===== src/rtl/nn_pkg.sv =====
// nn_pkg: shared widths, lane/layer limits and fetch FSM encoding for the neuron datapath
package nn_pkg;
    localparam int DATA_W     = 16;
    localparam int ADDR_W     = 12;
    localparam int MAX_N      = 32;
    localparam int MAX_LAYERS = 5;
    localparam int NL_W       = 6;

    typedef enum logic [1:0] {IDLE, FETCH, DRAIN, HOLD} state_e;

    function automatic logic [ADDR_W-1:0] mul_a(input logic [NL_W-1:0] a, input logic [NL_W-1:0] b);
        return ADDR_W'(a) * ADDR_W'(b);
    endfunction
endpackage


===== src/rtl/layer_base_calc.sv =====
// layer_base_calc: registered per-layer weight/bias ROM base addresses, recomputed on start
//   clk, rst   : clock, synchronous active-high reset (clears both tables)
//   start_i    : load new prefix sums from ninl_i
//   ninl_i     : neuron counts of layers 1..4 (layer 5 never contributes to a base)
//   wbase_o    : weight base of layer l at bits [l*ADDR_W +: ADDR_W]
//   bbase_o    : bias base, same packing
module layer_base_calc
    import nn_pkg::*;
(
    input  logic                         clk,
    input  logic                         rst,
    input  logic                         start_i,
    input  logic [(MAX_LAYERS-1)*NL_W-1:0] ninl_i,
    output logic [MAX_LAYERS*ADDR_W-1:0] wbase_o,
    output logic [MAX_LAYERS*ADDR_W-1:0] bbase_o
);
    logic [MAX_LAYERS-2:0][NL_W-1:0]   ninl, fan;
    logic [MAX_LAYERS-1:0][ADDR_W-1:0] wbase_d, wbase_q, bbase_d, bbase_q;

    assign ninl = ninl_i;
    // fan-in of layer 0 is its own width (square input layer), later layers see the previous width
    assign fan  = {ninl[MAX_LAYERS-3:0], ninl[0]};

    always_comb begin
        wbase_d = wbase_q;
        bbase_d = bbase_q;
        if (start_i) begin
            wbase_d[0] = '0;
            bbase_d[0] = '0;
            for (int l = 1; l < MAX_LAYERS; l++) begin
                wbase_d[l] = wbase_d[l-1] + mul_a(fan[l-1], ninl[l-1]);
                bbase_d[l] = bbase_d[l-1] + ADDR_W'(ninl[l-1]);
            end
        end
    end

    always_ff @(posedge clk) begin
        if (rst) begin
            wbase_q <= '0;
            bbase_q <= '0;
        end else begin
            wbase_q <= wbase_d;
            bbase_q <= bbase_d;
        end
    end

    assign wbase_o = wbase_q;
    assign bbase_o = bbase_q;
endmodule


===== src/rtl/weight_bias_fetch.sv =====
// weight_bias_fetch: streams one weight row (and first-row biases) from ROMs into parallel lane registers
//   clk, rst                : clock, synchronous active-high reset
//   start_i                 : inference start, recomputes layer bases and clears fetch_err_o
//   nl1_i..nl5_i            : neurons per layer
//   n_i, i_i                : layer index and input index from the controller
//   weight_en_i, bias_en_i  : fetch window and bias qualifier
//   w_rd_*, b_rd_*          : synchronous-read ROM ports (data one cycle after enable)
//   weight_vec_o/bias_vec_o : lane k at [k*DATA_W +: DATA_W]
//   vec_valid_o             : one-cycle pulse when the row is complete
//   fetch_err_o             : sticky abort/reject flag
module weight_bias_fetch
    import nn_pkg::*;
(
    input  logic                    clk,
    input  logic                    rst,
    input  logic                    start_i,
    input  logic [NL_W-1:0]         nl1_i,
    input  logic [NL_W-1:0]         nl2_i,
    input  logic [NL_W-1:0]         nl3_i,
    input  logic [NL_W-1:0]         nl4_i,
    input  logic [NL_W-1:0]         nl5_i,
    input  logic [NL_W-1:0]         n_i,
    input  logic [NL_W-1:0]         i_i,
    input  logic                    weight_en_i,
    input  logic                    bias_en_i,
    output logic                    w_rd_en_o,
    output logic [ADDR_W-1:0]       w_rd_addr_o,
    input  logic [DATA_W-1:0]       w_rd_data_i,
    output logic                    b_rd_en_o,
    output logic [ADDR_W-1:0]       b_rd_addr_o,
    input  logic [DATA_W-1:0]       b_rd_data_i,
    output logic [MAX_N*DATA_W-1:0] weight_vec_o,
    output logic [MAX_N*DATA_W-1:0] bias_vec_o,
    output logic                    vec_valid_o,
    output logic                    fetch_err_o
);
    state_e                    state_q, state_d;
    logic [MAX_LAYERS*ADDR_W-1:0] wbase_w, bbase_w;
    // tables padded to 8 entries so a 3-bit index never leaves the array; pad layers read as empty
    logic [7:0][ADDR_W-1:0]    wb_tab, bb_tab;
    logic [7:0][NL_W-1:0]      nl_tab;
    logic [NL_W-1:0]           n_sel, n_lanes_q, k_q;
    logic [ADDR_W-1:0]         row_q, brow_q;
    logic [4:0]                cap_k_q;
    logic [MAX_N*DATA_W-1:0]   wvec_q, bvec_q;
    logic we_q, start_q, do_bias_q, cap_q, cap_b_q, valid_q, err_q;
    logic n_ok, bad, trig, abort, last, fetching, new_bias;

    layer_base_calc u_base (
        .clk     (clk),
        .rst     (rst),
        .start_i (start_i),
        .ninl_i  ({nl4_i, nl3_i, nl2_i, nl1_i}),
        .wbase_o (wbase_w),
        .bbase_o (bbase_w)
    );

    assign wb_tab   = (8*ADDR_W)'(wbase_w);
    assign bb_tab   = (8*ADDR_W)'(bbase_w);
    assign nl_tab   = (8*NL_W)'({nl5_i, nl4_i, nl3_i, nl2_i, nl1_i});
    assign n_ok     = n_i < NL_W'(MAX_LAYERS);
    assign n_sel    = n_ok ? nl_tab[n_i[2:0]] : '0;
    assign bad      = ~n_ok | (n_sel == '0) | (n_sel > NL_W'(MAX_N));
    // the cycle after start also triggers so a start coincident with a weight_en rise is not lost
    assign trig     = weight_en_i & (~we_q | start_q) & ~start_i & (state_q == IDLE);
    assign abort    = ~weight_en_i & ((state_q == FETCH) | (state_q == DRAIN));
    assign last     = k_q == n_lanes_q - NL_W'(1);
    assign fetching = state_q == FETCH;
    assign new_bias = bias_en_i & (i_i == '0);

    always_ff @(posedge clk) begin
        if (rst) state_q <= IDLE;
        else     state_q <= state_d;
    end

    always_comb begin
        state_d = state_q;
        case (state_q)
            IDLE:    state_d = (trig & ~bad) ? FETCH : IDLE;
            FETCH:   state_d = abort ? IDLE : (last ? DRAIN : FETCH);
            DRAIN:   state_d = abort ? IDLE : HOLD;
            HOLD:    state_d = weight_en_i ? HOLD : IDLE;
            default: state_d = IDLE;
        endcase
        if (start_i) state_d = IDLE;
    end

    always_comb begin
        w_rd_en_o   = fetching;
        w_rd_addr_o = fetching ? row_q + ADDR_W'(k_q) : '0;
        b_rd_en_o   = fetching & do_bias_q;
        b_rd_addr_o = (fetching & do_bias_q) ? brow_q + ADDR_W'(k_q) : '0;
    end

    always_ff @(posedge clk) begin
        if (rst) begin
            we_q      <= 1'b0;
            start_q   <= 1'b0;
            n_lanes_q <= '0;
            k_q       <= '0;
            row_q     <= '0;
            brow_q    <= '0;
            do_bias_q <= 1'b0;
            cap_q     <= 1'b0;
            cap_b_q   <= 1'b0;
            cap_k_q   <= '0;
            wvec_q    <= '0;
            bvec_q    <= '0;
            valid_q   <= 1'b0;
            err_q     <= 1'b0;
        end else begin
            we_q    <= weight_en_i;
            start_q <= start_i;
            valid_q <= (state_q == DRAIN) & ~abort & ~start_i;
            // ROM data lags the strobe by one cycle, so the lane index travels with it
            cap_q   <= w_rd_en_o;
            cap_b_q <= b_rd_en_o;
            cap_k_q <= k_q[4:0];
            if (cap_q)   wvec_q[cap_k_q*DATA_W +: DATA_W] <= w_rd_data_i;
            if (cap_b_q) bvec_q[cap_k_q*DATA_W +: DATA_W] <= b_rd_data_i;
            if (fetching) k_q <= k_q + NL_W'(1);
            if (start_i) err_q <= 1'b0;
            else if ((trig & bad) | abort) err_q <= 1'b1;
            if (trig & ~bad) begin
                n_lanes_q <= n_sel;
                row_q     <= wb_tab[n_i[2:0]] + mul_a(i_i, n_sel);
                brow_q    <= bb_tab[n_i[2:0]];
                do_bias_q <= new_bias;
                k_q       <= '0;
                wvec_q    <= '0;
                if (new_bias) bvec_q <= '0;
            end
        end
    end

    assign weight_vec_o = wvec_q;
    assign bias_vec_o   = bvec_q;
    assign vec_valid_o  = valid_q;
    assign fetch_err_o  = err_q;
endmodule


===== config.mk =====
export PLATFORM = sky130hd
export DESIGN_NAME = weight_bias_fetch
export DESIGN_NICKNAME = d
export VERILOG_FILES = /design/src/rtl/nn_pkg.sv /design/src/rtl/layer_base_calc.sv /design/src/rtl/weight_bias_fetch.sv
export SDC_FILE = /design/constraint.sdc
export NUM_CORES = 2
export LEC_CHECK = 0
export ABC_CLOCK_PERIOD_IN_PS = 12500
export CAP_MARGIN = 20
export CORE_AREA = 5 5 432 434
export DETAILED_ROUTE_END_ITERATION = 6
export DIE_AREA = 0 0 437 439
export DONT_BUFFER_PORTS = 1
export PLACE_DENSITY = 0.39
export SLEW_MARGIN = 40
export SYNTH_ARGS = -nofsm -noshare
export SYNTH_HDL_FRONTEND = slang
export SYNTH_HIERARCHICAL = 1
export SYNTH_SLANG_ARGS = --single-unit

===== constraint.sdc =====
create_clock -name clk -period 12.5 [get_ports clk]
set_input_delay 1.25 -clock clk [delete_from_list [all_inputs] [get_ports clk]]
set_output_delay 1.25 -clock clk [all_outputs]
set_load 0.05 [all_outputs]

## Yosys cells after proc, flatten, opt, wreduce, memory -nomap -nowiden

Cells that the tools add are included.

- $add $sub $neg: 12
- Multipliers: 5
- Div/mod/pow operators: 0
- Order comparisons: 3
- Equal/unequal tests: 4
- Shifts and indexed selects: 3
- Mux-type cells: 20
- Bitwise operators: 21
- Reductions and logical operators: 5

Operators with widths:

| cell | count |
|---|---|
| $mux W512 | 3 |
| $bwmux W512 | 2 |
| $shiftx A16 B34 Y512 | 2 |
| $shift A16 B34 Y512 const A | 1 |
| $bmux W12 S3 | 2 |
| $mul A6 B6 Y12 | 5 |
| $add A12 B12 Y12 | 4 |
| $add A12 B6 Y12 | 4 |
| $mux W12 | 4 |
| $neg A9 Y34 | 1 |
| $bmux W6 S3 | 1 |
| $logic_not A6 Y1 | 2 |
| $mux W6 | 2 |
| $and A1 B1 Y1 | 10 |
| $mux W2 | 4 |
| $pmux W2 S4 | 1 |
| $add A6 B6 Y7 | 1 |
| $add A6 B1 Y6 const B | 1 |
| $eq A6 B6 Y1 | 1 |
| $gt A6 B6 Y1 const B | 1 |
| $lt A6 B3 Y1 const B | 1 |
| $not A1 Y1 | 6 |
| $sub A6 B1 Y6 const B | 1 |
| $or A1 B1 Y1 | 5 |
| other kinds (6) | 8 |

- Register bits after elaboration: 1164
- Bits in latches: 0
- Bits in writable memories: 0
- Bits in read-only memories: 0
- Input bits: 79
- Output and inout port bits: 1052
- Memories kept: 0

## Logic depth before layout (Yosys ltp)

- Depth in word-level cells: 10
- Mapped depth: 35
- Depth with buffers taken out: 34

## Hierarchy

Netlist, hierarchy kept.

Modules (own cells, without submodules):

| module | instances | cells each | area each (µm²) |
|---|---|---|---|
| weight_bias_fetch | 1 | 5396 | 43210.2 |
| layer_base_calc | 1 | 970 | 8485.6 |

## Worst setup path before layout

No wires, ideal clock.

- Kind: in2reg
- Start: input port nl1_i[0]
- End: register u_base.wbase_q (netlist bit u_base/wbase_o[59])
- Data arrival time: 8933 ps
- Data required time: 12366 ps
- Setup slack: 3432 ps
- Stages: 34
- Buffers on the path: 1
- Cells stage by stage: clkbuf_1 -> and2_1 -> fa_1 -> inv_1 -> fa_1 -> inv_1 -> fa_1 -> ha_1 -> a21oi_1 -> nor2b_1 -> nor2_1 -> xor2_1 -> fa_1 -> inv_1 -> ha_1 -> or3_1 -> o2111ai_1 -> nor2b_1 -> xnor2_1 -> fa_1 -> ha_1 -> nand2_1 -> o311ai_1 -> xnor2_1 -> fa_1 -> inv_1 -> ha_1 -> and2_1 -> o21ai_0 -> o311ai_0 -> a211o_1 -> nand3_1 -> mux2i_1 -> or4_1

- Cells in the longest elaborated chain, start to end: 4
- Elaborated cells between the ends (all ways): 5
- Those cells by class: add/sub: 3; mul: 2

RTL lines:

| item | RTL line | text |
|---|---|---|
| start: declaration | weight_bias_fetch.sv:17 | `input logic [NL_W-1:0] nl1_i,` |
| $mul A6 B6 Y12 | nn_pkg.sv:12 | `return ADDR_W'(a) * ADDR_W'(b);` |
| $add A12 B12 Y12 * (3 in series) | layer_base_calc.sv:31 | `wbase_d[l] = wbase_d[l-1] + mul_a(fan[l-1], ninl[l-1]);` |
| end signal: assignment | layer_base_calc.sv:42 | `wbase_q <= wbase_d;` |
| end: declaration | layer_base_calc.sv:18 | `logic [MAX_LAYERS-1:0][ADDR_W-1:0] wbase_d, wbase_q, bbase_d, bbase_q;` |

Every way passes the cells marked *; elsewhere a longest branch is shown, timed or not.
A chain may end at the register's enable or synchronous reset.

## Worst setup path in the final report

Ends and elaborated chain as after synthesis.

==> reports/metrics.cfg <==
[logic_synthesis]
synth_flop_cell = dfxtp_1
postSynthCellCount = 6366
syn_area_sq_um = 51700
async_reset_ff_frac = 0
synth-edff-count = 0
syn_area_per_cell_sq_um = 8.12
synth_seq_area_share = 0.445
yosysUniqueCellTypes = 76
ys.warnings.count = 6
ys_ff_latch = 1150

[sta]
slew_violations = 0
max_freq_mhz = 115
period_needed_ns = 8.70
period_share = 0.696
setup_violations = 0
slew_headroom = 0.412
timing.setup.tns_ns = 0
fin_skew_ns = 0.0369
finalHoldViolations = 0
worst_slew_pin_slew_ns = 0.881
layout_setup_ws_ns = 3.80
rsz0062_at_grt = no

[critical_path]
critPathSlowestCell = fa_1
crit_family = adder cells
crit_type = in2reg
worst-path-buf-inv = 4
crit_path_max_incr_delay_ns = 0.55
cp.required_ns = 13.15
setup.worst_path.end_class = flip-flop
worstPathArrival_ns = 9.34
cp_max_fo = 16
critical_path.most_common_cell = fa_1
worstSetupStartpointType = input pin

[layout]
syn_to_final_growth_pct = 12.5
nFillCells = 19500
final_area_sq_um = 58100
multi_input_area_sq_um = 25900
drive_gt1_frac = 0.0845
layout_common_cells = 1146 x dfxtp_1, 1145 x nor2_1, 950 x a21oi_1
final_common_cell = dfxtp_1
seqCellArea_sq_um = 23000
layout.nets = 6439

[global_route]
grt_antenna_before_repair = 8
grt_pass1_vias = 40400
gr-usage-all-layers = 0.246
grt-ovfl-total = 0
grt_max_degree = 125
grt_first_pass_wirelength_mm = 341

[floorplanning]
dieArea_sq_um = 192000
fp.coreArea_sq_um = 182000
die_h_um = 439
row_count = 157
die_w_um = 437
initial_utilization = 0.284
ios = 1131

[drt]
ant_nets = 0
drc = 0
routedWlPerCell_um = 28.9
totalWireLength_mm = 248
drtIter0Drc = 3589
vias = 44200
dr.pass1.iters = 5
viasPerCell = 5.15

[place]
dpl.hpwl_mm = 178
placed_cell_area_sq_um = 53400
portBuffers = 0
gp_congestion = 0.897
post-place-ws_ns = 3.03

[clock_tree]
insertion_delay_ns = 0.79
hold_buffers = 0
numCtsBuffers = 143
clk_pin_slew_ns = 0.05
clockRootBuffer = clkbuf_16
tritoncts = built
cts_setup_buffers = 0
cts_resized = 0
cts_max_level = 4
cts.sinks = 1150
clockBufferDepth = 3

[hold_path]
hold_class = reg2reg

[power_and_ir_drop]
p_per_area_nw_per_um2 = 202
p_leak_uw = 0.0209
ir_drop_v = 0.000635

[outcome]
outcome = finished clean

[job]
maxCapViolations = 0

-- layout make-up --
class,instances,area share
multi-input combinational,4535,0.446
sequential,1150,0.396
clock buffer,212,0.0718
tap,2385,0.0513
timing repair buffer,85,0.0138
inverter,183,0.0118
clock inverter,35,0.00912
antenna,2,0.0000861
-- registers in the layout, indices dropped and copies added, names as in the netlist, 2 cells and up --
| register | flops |
|---|---|
| bias_vec_o | 512 |
| brow_q | 12 |
| cap_k_q | 5 |
| k_q | 6 |
| n_lanes_q | 6 |
| row_q | 12 |
| state_q | 2 |
| u_base/bbase_o | 29 |
| u_base/wbase_o | 47 |
| weight_vec_o | 512 |
-- cells by family after synthesis --
group	count (synthesis)	share of synthesized area
flip-flops	1150	0.445
buffers and inverters	723	0.0637
multiplexers	139	0.0332
other	1	0.0000725
AND/OR/NAND/NOR	2788	0.230
AO/OA/AOI/OAI	1212	0.132
XOR/XNOR	91	0.0159
adder cells (fa/ha/maj)	262	0.0797
-- cell usage after synthesis, types with 11 or more instances --
cell / number / area (sq um)
nor2_1: 1172 / 4400
dfxtp_1: 1150 / 23000
a21oi_1: 952 / 4760
nand2_1: 782 / 2940
clkbuf_1: 359 / 1350
nand3_1: 352 / 1760
nor3_1: 259 / 1300
inv_1: 181 / 679
ha_1: 150 / 1880
fa_1: 112 / 2240
mux2i_1: 109 / 1090
and2_1: 99 / 619
a21oi_2: 90 / 788
buf_4: 63 / 473
buf_2: 59 / 295
xnor2_1: 50 / 438
xor2_1: 39 / 342
buf_6: 36 / 405
nor2b_1: 28 / 175
mux4_2: 25 / 563
o21ai_0: 25 / 125
buf_1: 23 / 86.3
nand4_1: 20 / 125
a21o_1: 18 / 135
a211oi_1: 15 / 113
nand2b_1: 15 / 93.8
a22oi_1: 14 / 105
o21bai_1: 13 / 97.6
o21a_1: 12 / 90.1
o21ai_1: 11 / 55.1
-- report_power, final --
part	internal (uW)	switching (uW)
combinational	1660	2110
sequential	3730	32.0
clock	2500	1720
-- worst reg2reg max path: stages (launching register included) --
cell and delay [ns]:
dfxtp_1 0.68, inv_1 0.18, ha_1 0.33, nor2b_1 0.17
nor2b_1 0.15, ha_1 0.57, nor4_4 0.72, buf_4 0.72
nand2_1 0.79, nand2_1 0.24, a21oi_1 0.08
-- final timing paths --
path	slack (ns)	to	startpoint	cells after the start
hold / removal	0.48	u_base/bbase_o[26]$_SDFFE_PP0P_	u_base/bbase_o[26]$_SDFFE_PP0P_	2
setup / recovery	3.80	u_base/wbase_o[59]$_SDFFE_PP0P_	nl1_i[0]	33
hold reg to reg	0.48	u_base/bbase_o[26]$_SDFFE_PP0P_	u_base/bbase_o[26]$_SDFFE_PP0P_	2
setup reg to reg	7.75	weight_vec_o[473]$_SDFFE_PP0P_	cap_k_q[0]$_SDFF_PP0_	10
-- per-layer routing --
layer | global-route usage | up-vias | share of wire
met5 | 0 | - | 0
met4 | 0.0999 | 0 | 0.045
met3 | 0.0546 | 357 | 0.066
met2 | 0.422 | 1508 | 0.49
met1 | 0.300 | 21800 | 0.40
li1 | - | 20500 | -
-- per-stage QoR --
step                cells  hold WS, ns  power (uW)   util
finish               8587        0.476       11800  0.319
detailed placement   8338        0.474        7660  0.293
floorplan            6408        0.453        6990      -
global route         8586        0.504       12600  0.319
CTS                  8585        0.464       11900  0.319
global placement     8329        0.469        7630  0.291
Note: power is estimated with default switching activity, not from simulation.
